--- src/rtl/bus_ctrl.sv ---
// -----------------------------------------------------------------------------
// bus_ctrl
//   Adapts an asynchronous-style CPU bus (chip select + read/write) to a
//   16-entry register bank. The bank sees a one-hot select, latched write
//   data and single-cycle read/write strobes. After each access the bus
//   stays quiet for RECOVERY_CYCLES cycles before a new access is accepted.
//
// Ports
//   clk        : single clock, all state changes on the rising edge
//   reset      : asynchronous, active-high reset
//   cs         : chip select, active-high, level-sensitive
//   r_w        : 1 = read, 0 = write (sampled with cs)
//   rs         : register index 0-15
//   data       : CPU write data
//   rd_data    : read data returned by the register bank
//   data_out   : registered CPU read data
//   dtack      : registered data-transfer acknowledge
//   reg_sel    : one-hot register select to the bank
//   reg_wdata  : latched write data to the bank
//   reg_rd     : one-cycle read strobe
//   reg_wr     : one-cycle write strobe
//   dbg_state  : current FSM state (IDLE=0 SETUP=1 ACCESS=2 ACK=3 RECOVER=4)
//
// Handshake: cs is a level request held by the CPU; the access is latched on
// the first IDLE edge that sees cs=1, and dtack is the acknowledge, high for
// the whole ACK state. The CPU ends the transfer by dropping cs; dtack falls
// on the next edge. Dropping cs before ACCESS aborts with no strobe; once in
// ACCESS the strobe always fires.
// -----------------------------------------------------------------------------
module bus_ctrl #(
  parameter int unsigned RECOVERY_CYCLES = 3
) (
  input  logic        clk,
  input  logic        reset,
  input  logic        cs,
  input  logic        r_w,
  input  logic [3:0]  rs,
  input  logic [7:0]  data,
  input  logic [7:0]  rd_data,
  output logic [7:0]  data_out,
  output logic        dtack,
  output logic [15:0] reg_sel,
  output logic [7:0]  reg_wdata,
  output logic        reg_rd,
  output logic        reg_wr,
  output logic [2:0]  dbg_state
);

  typedef enum logic [2:0] {
    IDLE    = 3'd0,
    SETUP   = 3'd1,
    ACCESS  = 3'd2,
    ACK     = 3'd3,
    RECOVER = 3'd4
  } state_t;

  // Counter is loaded with N-1 and the FSM leaves RECOVER on the cycle it
  // reads 0, giving exactly N cycles in RECOVER.
  localparam logic [2:0] RC_LOAD =
    (RECOVERY_CYCLES == 0) ? 3'd0 : 3'(RECOVERY_CYCLES - 1);

  state_t     state;
  logic       rw_q;
  logic [2:0] rec_cnt;

  assign dbg_state = state;

  always_ff @(posedge clk or posedge reset) begin
    if (reset) begin
      state     <= IDLE;
      rw_q      <= 1'b0;
      rec_cnt   <= 3'd0;
      data_out  <= 8'd0;
      dtack     <= 1'b0;
      reg_sel   <= 16'd0;
      reg_wdata <= 8'd0;
      reg_rd    <= 1'b0;
      reg_wr    <= 1'b0;
    end else begin
      // Strobes are single-cycle: they default low every edge.
      reg_rd <= 1'b0;
      reg_wr <= 1'b0;
      case (state)
        IDLE: begin
          if (cs) begin
            // Everything the access needs is captured here, so later
            // changes on rs/r_w/data cannot disturb it.
            rw_q      <= r_w;
            reg_wdata <= data;
            reg_sel   <= 16'd1 << rs;
            state     <= SETUP;
          end
        end
        SETUP: begin
          if (cs) begin
            reg_rd <= rw_q;
            reg_wr <= ~rw_q;
            state  <= ACCESS;
          end else begin
            reg_sel <= 16'd0;
            state   <= IDLE;
          end
        end
        ACCESS: begin
          dtack <= 1'b1;
          if (rw_q) data_out <= rd_data;
          state <= ACK;
        end
        ACK: begin
          if (!cs) begin
            dtack   <= 1'b0;
            reg_sel <= 16'd0;
            if (RECOVERY_CYCLES == 0) begin
              state <= IDLE;
            end else begin
              rec_cnt <= RC_LOAD;
              state   <= RECOVER;
            end
          end
        end
        RECOVER: begin
          if (rec_cnt == 3'd0) state <= IDLE;
          else                 rec_cnt <= rec_cnt - 3'd1;
        end
        default: begin
          dtack   <= 1'b0;
          reg_sel <= 16'd0;
          state   <= IDLE;
        end
      endcase
    end
  end

endmodule

--- config.mk ---
export PLATFORM = sky130hd
export DESIGN_NAME = bus_ctrl
export DESIGN_NICKNAME = d
export VERILOG_FILES = /design/src/rtl/bus_ctrl.sv
export SDC_FILE = /design/constraint.sdc
export NUM_CORES = 1
export LEC_CHECK = 0
export CELL_PAD_IN_SITES_DETAIL_PLACEMENT = 0
export CELL_PAD_IN_SITES_GLOBAL_PLACEMENT = 1
export CORE_MARGIN = 2
export CORE_UTILIZATION = 38
export DETAILED_ROUTE_END_ITERATION = 16
export PLACE_DENSITY = 0.92
export SLEW_MARGIN = 20
export SYNTH_ARGS = -nofsm -noshare
export SYNTH_HDL_FRONTEND = slang
export SYNTH_SLANG_ARGS = --single-unit
--- constraint.sdc ---
create_clock -name clk -period 3.45 [get_ports clk]
set_input_delay 0.5175 -clock clk [delete_from_list [all_inputs] [get_ports clk]]
set_output_delay 0.5175 -clock clk [all_outputs]
set_load 0.01 [all_outputs]
Word-level counts from Yosys, hierarchy flattened

Cells that the tools add are included.

Muxes and demuxes: 17
Multiply operators: 0
$add $sub $neg: 1
Order comparisons: 0
Shift-type cells: 1
Div/mod/pow operators: 0
Bitwise gates (word level): 3
Equality and inequality tests: 9
Reductions and logical operators: 12

Operators by type and width:

| operator               | number |
|---|---|
| $pmux W16 S3           | 1 |
| $mux W16               | 2 |
| $shl A1 B4 Y16 const A | 1 |
| $mux W3                | 5 |
| $pmux W3 S5            | 1 |
| $ne A2 B2 Y1 const B   | 5 |
| $reduce_and A3 Y1      | 3 |
| $eq A3 B2 Y1 const B   | 2 |
| $logic_not A3 Y1       | 2 |
| $pmux W3 S2            | 1 |
| $reduce_and A2 Y1      | 3 |
| $mux W1                | 5 |
| $reduce_or A2 Y1       | 2 |
| $eq A3 B1 Y1 const B   | 1 |
| $eq A3 B3 Y1 const B   | 1 |
| $not A1 Y1             | 3 |
| $pmux W1 S3            | 1 |
| $reduce_or A3 Y1       | 1 |
| $sub A3 B1 Y3 const B  | 1 |
| $mux W2                | 1 |
| $reduce_bool A2 Y1     | 1 |

Bits in writable memories: 0
Input port bits: 24
ROM bits: 0
Output and inout port bits: 38
Memories kept: 0
Latch bits: 0
Word-level logic and storage cells: 52
Bits in registers: 42

Longest topological paths before layout

Gate-level depths: netlist (run 1).

Depth after elaboration: 4
Mapped depth: 5
Gate-level depth less buffers: 5

Least setup slack after synthesis (run 1)

OpenSTA, ideal clock, no wires.

Kind: input to register
Start point: in cs
End point: reg reg_sel[0]
Path buffers: 2
Setup time: 125 ps
Data required time: 3,325 ps
Cell stages on the path: 5
Arrival: 1,666 ps
Setup slack: 1,660 ps
Cell sequence: nor4b_2 buf_6 a211oi_4 buf_6 mux2_2

Longest elaborated chain between the ends: 2
Elaborated cells on any way between the ends: 3
Those cells by class: eq/ne: 2; reduce/logical: 1

RTL lines:

| what                            | RTL line | text |
|---|---|---|
| start: declaration              | 35       | `input logic cs,` |
| $ne A2 B2 Y1 (no line)          | -        |  |
| $reduce_and A3 Y1 (no line) (*) | -        |  |
| end signal: assignment          | 90       | `reg_sel <= 16'd1 << rs;` |
| end: declaration                | 42       | `output logic [15:0] reg_sel,` |

Mark *: on every way between the ends. The rest lies on a longest branch, timed or not.
A chain may end at the register's enable or synchronous reset.

Worst setup path after layout (run 1)

Start point: in cs
End point: reg reg_sel[8]

The elaborated chain is that of the path after synthesis.

==> results.sh, run 1 <==
export IMPL_slew_viol_final=0
export IMPL_gr_usage_all_layers_pct=14.19
export IMPL_cts_resized=0
export IMPL_pwr_share_clk_pct=16.3
export IMPL_cp_data_arrival_time_ps=2420
export IMPL_min_period_ps=2252
export IMPL_cts_hold_buffers=0
export IMPL_criticalPathCategory="input port to register"
export IMPL_ys_types=30
export IMPL_netlist_area_sq_um=1882
export IMPL_die_width_microns=74.37
export IMPL_fin_nets=230
export IMPL_multi_input_area_sq_um=757.0
export IMPL_setup_viol=0
export IMPL_status="finished clean"
export IMPL_leakagePower_nw=1.111
export IMPL_synth_ff_type="dfrtp_1"
export IMPL_dpl_hpwl_microns=2545
export IMPL_worst_pin_slew_ps=767.9
export IMPL_grtUsageMet1_pct=17.57
export IMPL_hold_path_class="register to register"
export IMPL_yosysTopAreaCellShare_pct=55.85
export IMPL_async_flop_share_pct=100.0
export IMPL_grtUsageMet3_pct=3.794
export IMPL_antenna_found_initial=0
export IMPL_top_usage_layer="met2"
export IMPL_drt_initial_drc_count=78
export IMPL_p_sw_w=0.0006327
export IMPL_post_drt_wl_per_cell_microns=12.99
export IMPL_internal_power_w=0.001332
export IMPL_synth_most_common_cell="dfrtp_1"
export IMPL_dieArea_sq_um=5531
export IMPL_clock_latency_ps=290
export IMPL_cp_max_fo=16
export IMPL_clockBufferDepth=2
export IMPL_cts_sinks=42
export IMPL_ys_seq_area_share_pct=55.85
export IMPL_layout_drive_gt1_share_pct=23.41
export IMPL_syn_inst=142
export IMPL_core_area_sq_um=4755
export IMPL_gp_congestion=0.7978
export IMPL_hold_viol=0
export IMPL_grt_pass1_wl_microns=5892
export IMPL_synth_area_leader_cell="dfrtp_1"
export IMPL_ant_nets=0
export IMPL_fillCellCount=436
export IMPL_max_clock_freq_mhz=444.1
export IMPL_seq_area_sq_um=1051
export IMPL_synth_edf_count=0
export IMPL_dp_slack_ps=860.4
export IMPL_synth_seq_cells=42
export IMPL_diodes=0
export IMPL_timing_setup_tns_ps=0
export IMPL_cts_tree="built"
export IMPL_maxCapViolations=0
export IMPL_yosys_top_cells_count="dfrtp_1, mux2_2, nor3_1"
export IMPL_viasPerCell=4.904
export IMPL_drt_wl_total_microns=3532
export IMPL_fin_skew_ps=5.045
export IMPL_die_h_microns=74.37
export IMPL_portBuffers=61
export IMPL_synthTopCellsByArea="dfrtp_1, mux2_2, nor3_1"
export IMPL_ioPinCount=62
export IMPL_rsz0062_at_grt="false"
export IMPL_numCtsBuffers=5
export IMPL_drc=0
export IMPL_slew_headroom_pct=48.64
export IMPL_postSynthNetCount=168
export IMPL_grt_pass1_vias=1273
export IMPL_synth_area_per_cell_sq_um=13.25
export IMPL_ir_worst_vdd_uv=400.3
export IMPL_use_met2_pct=23.21
export IMPL_startpoint_type="input port"
export IMPL_combPwrFrac_pct=42.9
export IMPL_path_clk_slew_ps=80
export IMPL_firstDrtPassIters=4
export IMPL_p_seq_share_pct=40.7
export IMPL_power_density_nw_per_um2=746.7
export IMPL_finalCritPeriodShare_pct=65.27
export IMPL_hold_slack_ps=497.4
export IMPL_h_tree_depth=2
export IMPL_root_buffer="clkbuf_8"
export IMPL_cp_required_ps=3620
export IMPL_switching_share_pct=32.20
export IMPL_dr_total_vias=1334
export IMPL_grt_max_degree=29
export IMPL_num_rows=25
export IMPL_fin_ws_ps=1198
export IMPL_end_kind="register"
export IMPL_start_util_pct=39.58
export IMPL_areaGrowthSynthToFinish_pct=39.83
export IMPL_post_cts_buffers=0
export IMPL_yosys_warnings=0
export IMPL_overflow=0
-- power groups by stage --
stage,combinational [W],clock (W),sequential [W]
after floorplan,0.000480,0,0.000823
final,0.000844,0.000321,0.000800
after global routing,0.000920,0.000352,0.000828
after global placement,0.000845,0,0.000804
after detailed placement,0.000857,0,0.000815
after CTS,0.000861,0.000334,0.000804
-- state kept, by name (all words and copies together) (netlist names) --
| name | flops |
|---|---|
| data_out | 8 |
| dbg_state | 3 |
| dtack | 1 |
| rec_cnt | 3 |
| reg_rd | 1 |
| reg_sel | 16 |
| reg_wdata | 8 |
| reg_wr | 1 |
| rw_q | 1 |
-- critical path: stages --
cell and delay [ps]:
clkdlybuf4s50_1 590, nand2b_1 170, a211oi_4 720, mux2_2 420
-- metal layers --
layer	share of wire [%]	up-vias
met2	49	49
met1	43	644
li1	-	636
met3	6.5	5
met4	1.5	0
met5	0	-
-- worst paths after layout --
| check | slack [ps] | end | start | cells past startpoint |
|---|---|---|---|---|
| max reg2reg | 1380 | reg_sel[8]$_DFFE_PP0P_ | dbg_state[2]$_DFFE_PP0P_ | 3 |
| max in group asynchronous | 2230 | rec_cnt[0]$_DFFE_PP0P_ | reset | 3 |
| max | 1200 | reg_sel[8]$_DFFE_PP0P_ | cs | 4 |
| min reg2reg | 500 | reg_wr$_DFF_PP0_ | rw_q$_DFFE_PP0P_ | 1 |
| min | 500 | reg_wr$_DFF_PP0_ | rw_q$_DFFE_PP0P_ | 1 |
| min in group asynchronous | 600 | reg_sel[6]$_DFFE_PP0P_ | reset | 2 |
-- metrics by stage --
step           cell area (sq um)  util [%]  std cells  power, W
2_1_floorplan               1882         -        142  0.001303
3_3_place_gp                2540     53.42        264  0.001648
3_5_place_dp                2540     53.42        264  0.001671
4_1_cts                     2631     55.34        272  0.002000
5_1_grt                     2631     55.34        272  0.002100
6_report                    2631     55.34        272  0.001965
-- area by class of cell --
type | instances | share of cell area, %
timing repair buffer | 63 | 23.78
tap | 67 | 3.186
sequential | 42 | 39.94
clock buffer | 7 | 3.281
clock inverter | 1 | 0.1902
inverter | 6 | 0.8559
multi-input combinational | 86 | 28.77
-- cells in the final DEF (no fill, tap or decap) --
master,count
nor2_1,2
nor3b_1,1
o21ai_2,1
nor4_1,4
nor4b_2,1
clkbuf_8,6
or4b_1,1
ha_1,2
or3b_1,1
o21bai_1,2
o21ai_0,1
buf_4,2
clkinv_2,1
nand3_1,4
inv_2,1
clkbuf_1,1
nor4b_4,1
nor2b_1,1
mux2_2,34
clkdlybuf4s50_1,61
nor4b_1,2
a211oi_4,1
nand3b_1,1
nand4bb_1,1
nor3_1,13
mux2i_1,2
inv_1,5
a21oi_1,1
and2_1,1
dfrtp_1,42
or4_1,1
nand2_1,3
nand2b_1,4
-- cell families (layout without fill, tap and decap cells) --
group | count (synthesis) | after routing | share of synthesized area [%]
DFF | 42 | 42 | 55.85
and+or+nand+nor | 42 | 42 | 14.63
buffers and inverters | 14 | 77 | 3.922
AOI/OAI and AO/OA | 6 | 6 | 2.858
adders and majority gates | 2 | 2 | 1.330
muxes | 36 | 36 | 21.41
Power figures use the tool's default switching activity.
==> inputs of run 2 (changes only) <==
CORE_UTILIZATION = 32   (was 38)
PLACE_DENSITY = 0.83   (was 0.92)
clock period = 2 ns   (was 3.45 ns; I/O delays follow)
==> run 2 against run 1 <==
  * Via count grew 0.75%
  * Clock power is 67% higher
  * Non-clock buffer count rose by 7
  * Critical path depth decreased by 2
  * Largest power group unchanged
==> results.sh, run 2 (synthesized netlist as in run 1, its figures left out) <==
export IMPL_r2r_start="dbg_state[0]$_DFFE_PP0P_"
export IMPL_diodes=0
export IMPL_cp_required_ps=1700
export IMPL_die_h_microns=80.69
export IMPL_end_kind="primary output"
export IMPL_fin_area_sq_um=2711
export IMPL_largest_register_ffs=16
export IMPL_firstDrtPassIters=4
export IMPL_max_clock_freq_mhz=537.8
export IMPL_slowest_delay_ps=540
export IMPL_viasPerCell=4.732
export IMPL_cts_sinks=42
export IMPL_worst_pin_slew_ps=391.8
export IMPL_setup_viol=0
export IMPL_post_drt_wl_per_cell_microns=13.49
export IMPL_num_rows=27
export IMPL_cp_max_fo=9
export IMPL_cts_tree="built"
export IMPL_cp_data_arrival_time_ps=1560
export IMPL_placedCellCount=276
export IMPL_die_width_microns=80.69
export IMPL_fillCellCount=537
export IMPL_drc=0
export IMPL_portBuffers=61
export IMPL_dr_total_vias=1344
export IMPL_gp_congestion=0.7010
export IMPL_antenna_found_initial=0
export IMPL_cp_slowest_cell="clkdlybuf4s50_1"
export IMPL_dieArea_sq_um=6510
export IMPL_worst_path_buf_inv=2
export IMPL_numCtsBuffers=5
export IMPL_ir_worst_vdd_uv=789.4
export IMPL_clockBufferDepth=2
export IMPL_core_area_sq_um=5608
export IMPL_overflow=0
export IMPL_path_clk_slew_ps=80
export IMPL_startpoint_type="register"
export IMPL_ioPinCount=62
export IMPL_status="finished clean"
export IMPL_largest_register="reg_sel"
export IMPL_leakagePower_nw=1.148
export IMPL_gr_usage_all_layers_pct=12.46
export IMPL_slew_headroom_pct=73.81
export IMPL_worstReg2RegEnd="reg_sel[14]$_DFFE_PP0P_"
export IMPL_final_common_cell="clkdlybuf4s50_1"
export IMPL_clock_latency_ps=290
export IMPL_root_buffer="clkbuf_8"
export IMPL_cts_hold_buffers=0
export IMPL_path_delay_family="buffers and inverters"
export IMPL_hold_viol=0
export IMPL_ant_nets=0
export IMPL_grt_max_degree=43
export IMPL_fin_skew_ps=5.523
export IMPL_grt_pass1_vias=1347
export IMPL_start_util_pct=33.56
export IMPL_timing_setup_tns_ps=0
export IMPL_grt_pass1_wl_microns=6265
export IMPL_criticalPathCategory="register to primary output"
export IMPL_layout_drive_gt1_share_pct=25.94
export IMPL_reg2reg_depth=3
export IMPL_layout_common_cells="clkdlybuf4s50_1, dfrtp_1, mux2_2"
export IMPL_reg_top3="reg_sel (16), data_out (8), reg_wdata (8)"
export IMPL_placed_area_sq_um=2624
export IMPL_drt_initial_drc_count=44
export IMPL_h_tree_depth=2
export IMPL_fin_nets=237
export IMPL_rrSetupSlack_ps=280
export IMPL_rsz0062_at_grt="false"
export IMPL_finalPower_w=0.003515
export IMPL_finalCritPeriodShare_pct=92.97
export IMPL_slew_viol_final=0
export IMPL_drt_wl_total_microns=3831
export IMPL_layout_cells_non_filler=284
export IMPL_cp_cell_sequence="buf_4, clkdlybuf4s50_1"
export IMPL_areaGrowthSynthToFinish_pct=44.08
export IMPL_min_period_ps=1859
export IMPL_maxCapViolations=0
export IMPL_power_density_nw_per_um2=1297
export IMPL_dpl_hpwl_microns=2789
export IMPL_hold_path_class="input port to async pin"
[run 2: changes by cell type in the layout (fill, tap and decap cells not counted), sizes merged]
cell    before  now
inv          6    5
clkinv       1    3
buf          2    9
clkbuf       7    6
[run 2: final cells by class]
| class | count | area (sq um) | share of cell area, % |
|---|---|---|---|
| Sequential cell | 42 | 1052 | 38.81 |
| Multi-Input combinational cell | 86 | 757.0 | 27.92 |
| Timing Repair Buffer | 70 | 703.2 | 25.93 |
| Tap cell | 72 | 90.09 | 3.323 |
| Clock buffer | 6 | 72.57 | 2.677 |
| Inverter | 6 | 22.52 | 0.8306 |
| Clock inverter | 2 | 13.76 | 0.5076 |
[run 2: timing repair]
action	CTS	global route
endpoints found under the setup margin	0	1
setup buffers	0	0
gates resized for setup	0	1
[run 2: stage by stage]
step | util (%) | setup WS, ps | hold slack [ps]
3_5_place_dp | 46.79 | 92.63 | 447.8
2_1_floorplan | - | 285.0 | 431.1
4_1_cts | 48.33 | 30.69 | 347.5
3_3_place_gp | 46.79 | 103.2 | 466.9
5_1_grt | 48.35 | 56.36 | 350.8
6_report | 48.35 | 140.5 | 337.3
[run 2: worst max-delay path by stage]
stage                                         from                        to  depth (start not counted)
after floorplan           dbg_state[2]$_DFFE_PP0P_    reg_sel[0]$_DFFE_PP0P_                          5
after global placement                          cs    reg_sel[7]$_DFFE_PP0P_                          5
after detailed placement                        cs  reg_wdata[0]$_DFFE_PP0P_                          4
after CTS                 dbg_state[0]$_DFFE_PP0P_              dbg_state[0]                          2
after global routing      dbg_state[1]$_DFFE_PP0P_              dbg_state[1]                          2
final                     dbg_state[1]$_DFFE_PP0P_              dbg_state[1]                          2
[run 2: power by group]
part | internal (W) | switching (W) | total, W
clock | 0.000247 | 0.000290 | 0.000537
combinational | 0.000986 | 0.000645 | 0.00163
sequential | 0.00113 | 0.000213 | 0.00135
[run 2: metal layers]
layer | share of wire, % | global-route usage [%]
met5 | 0 | 0
met4 | 1.0 | 3.559
met3 | 7.4 | 3.820
met2 | 46 | 20.33
met1 | 45 | 15.88
[run 2: worst reg2reg max path, stage by stage, from the launching register on]
cell and delay, ps:
dfrtp_2 500, or4_1 710, nor3_1 270, mux2_2 180
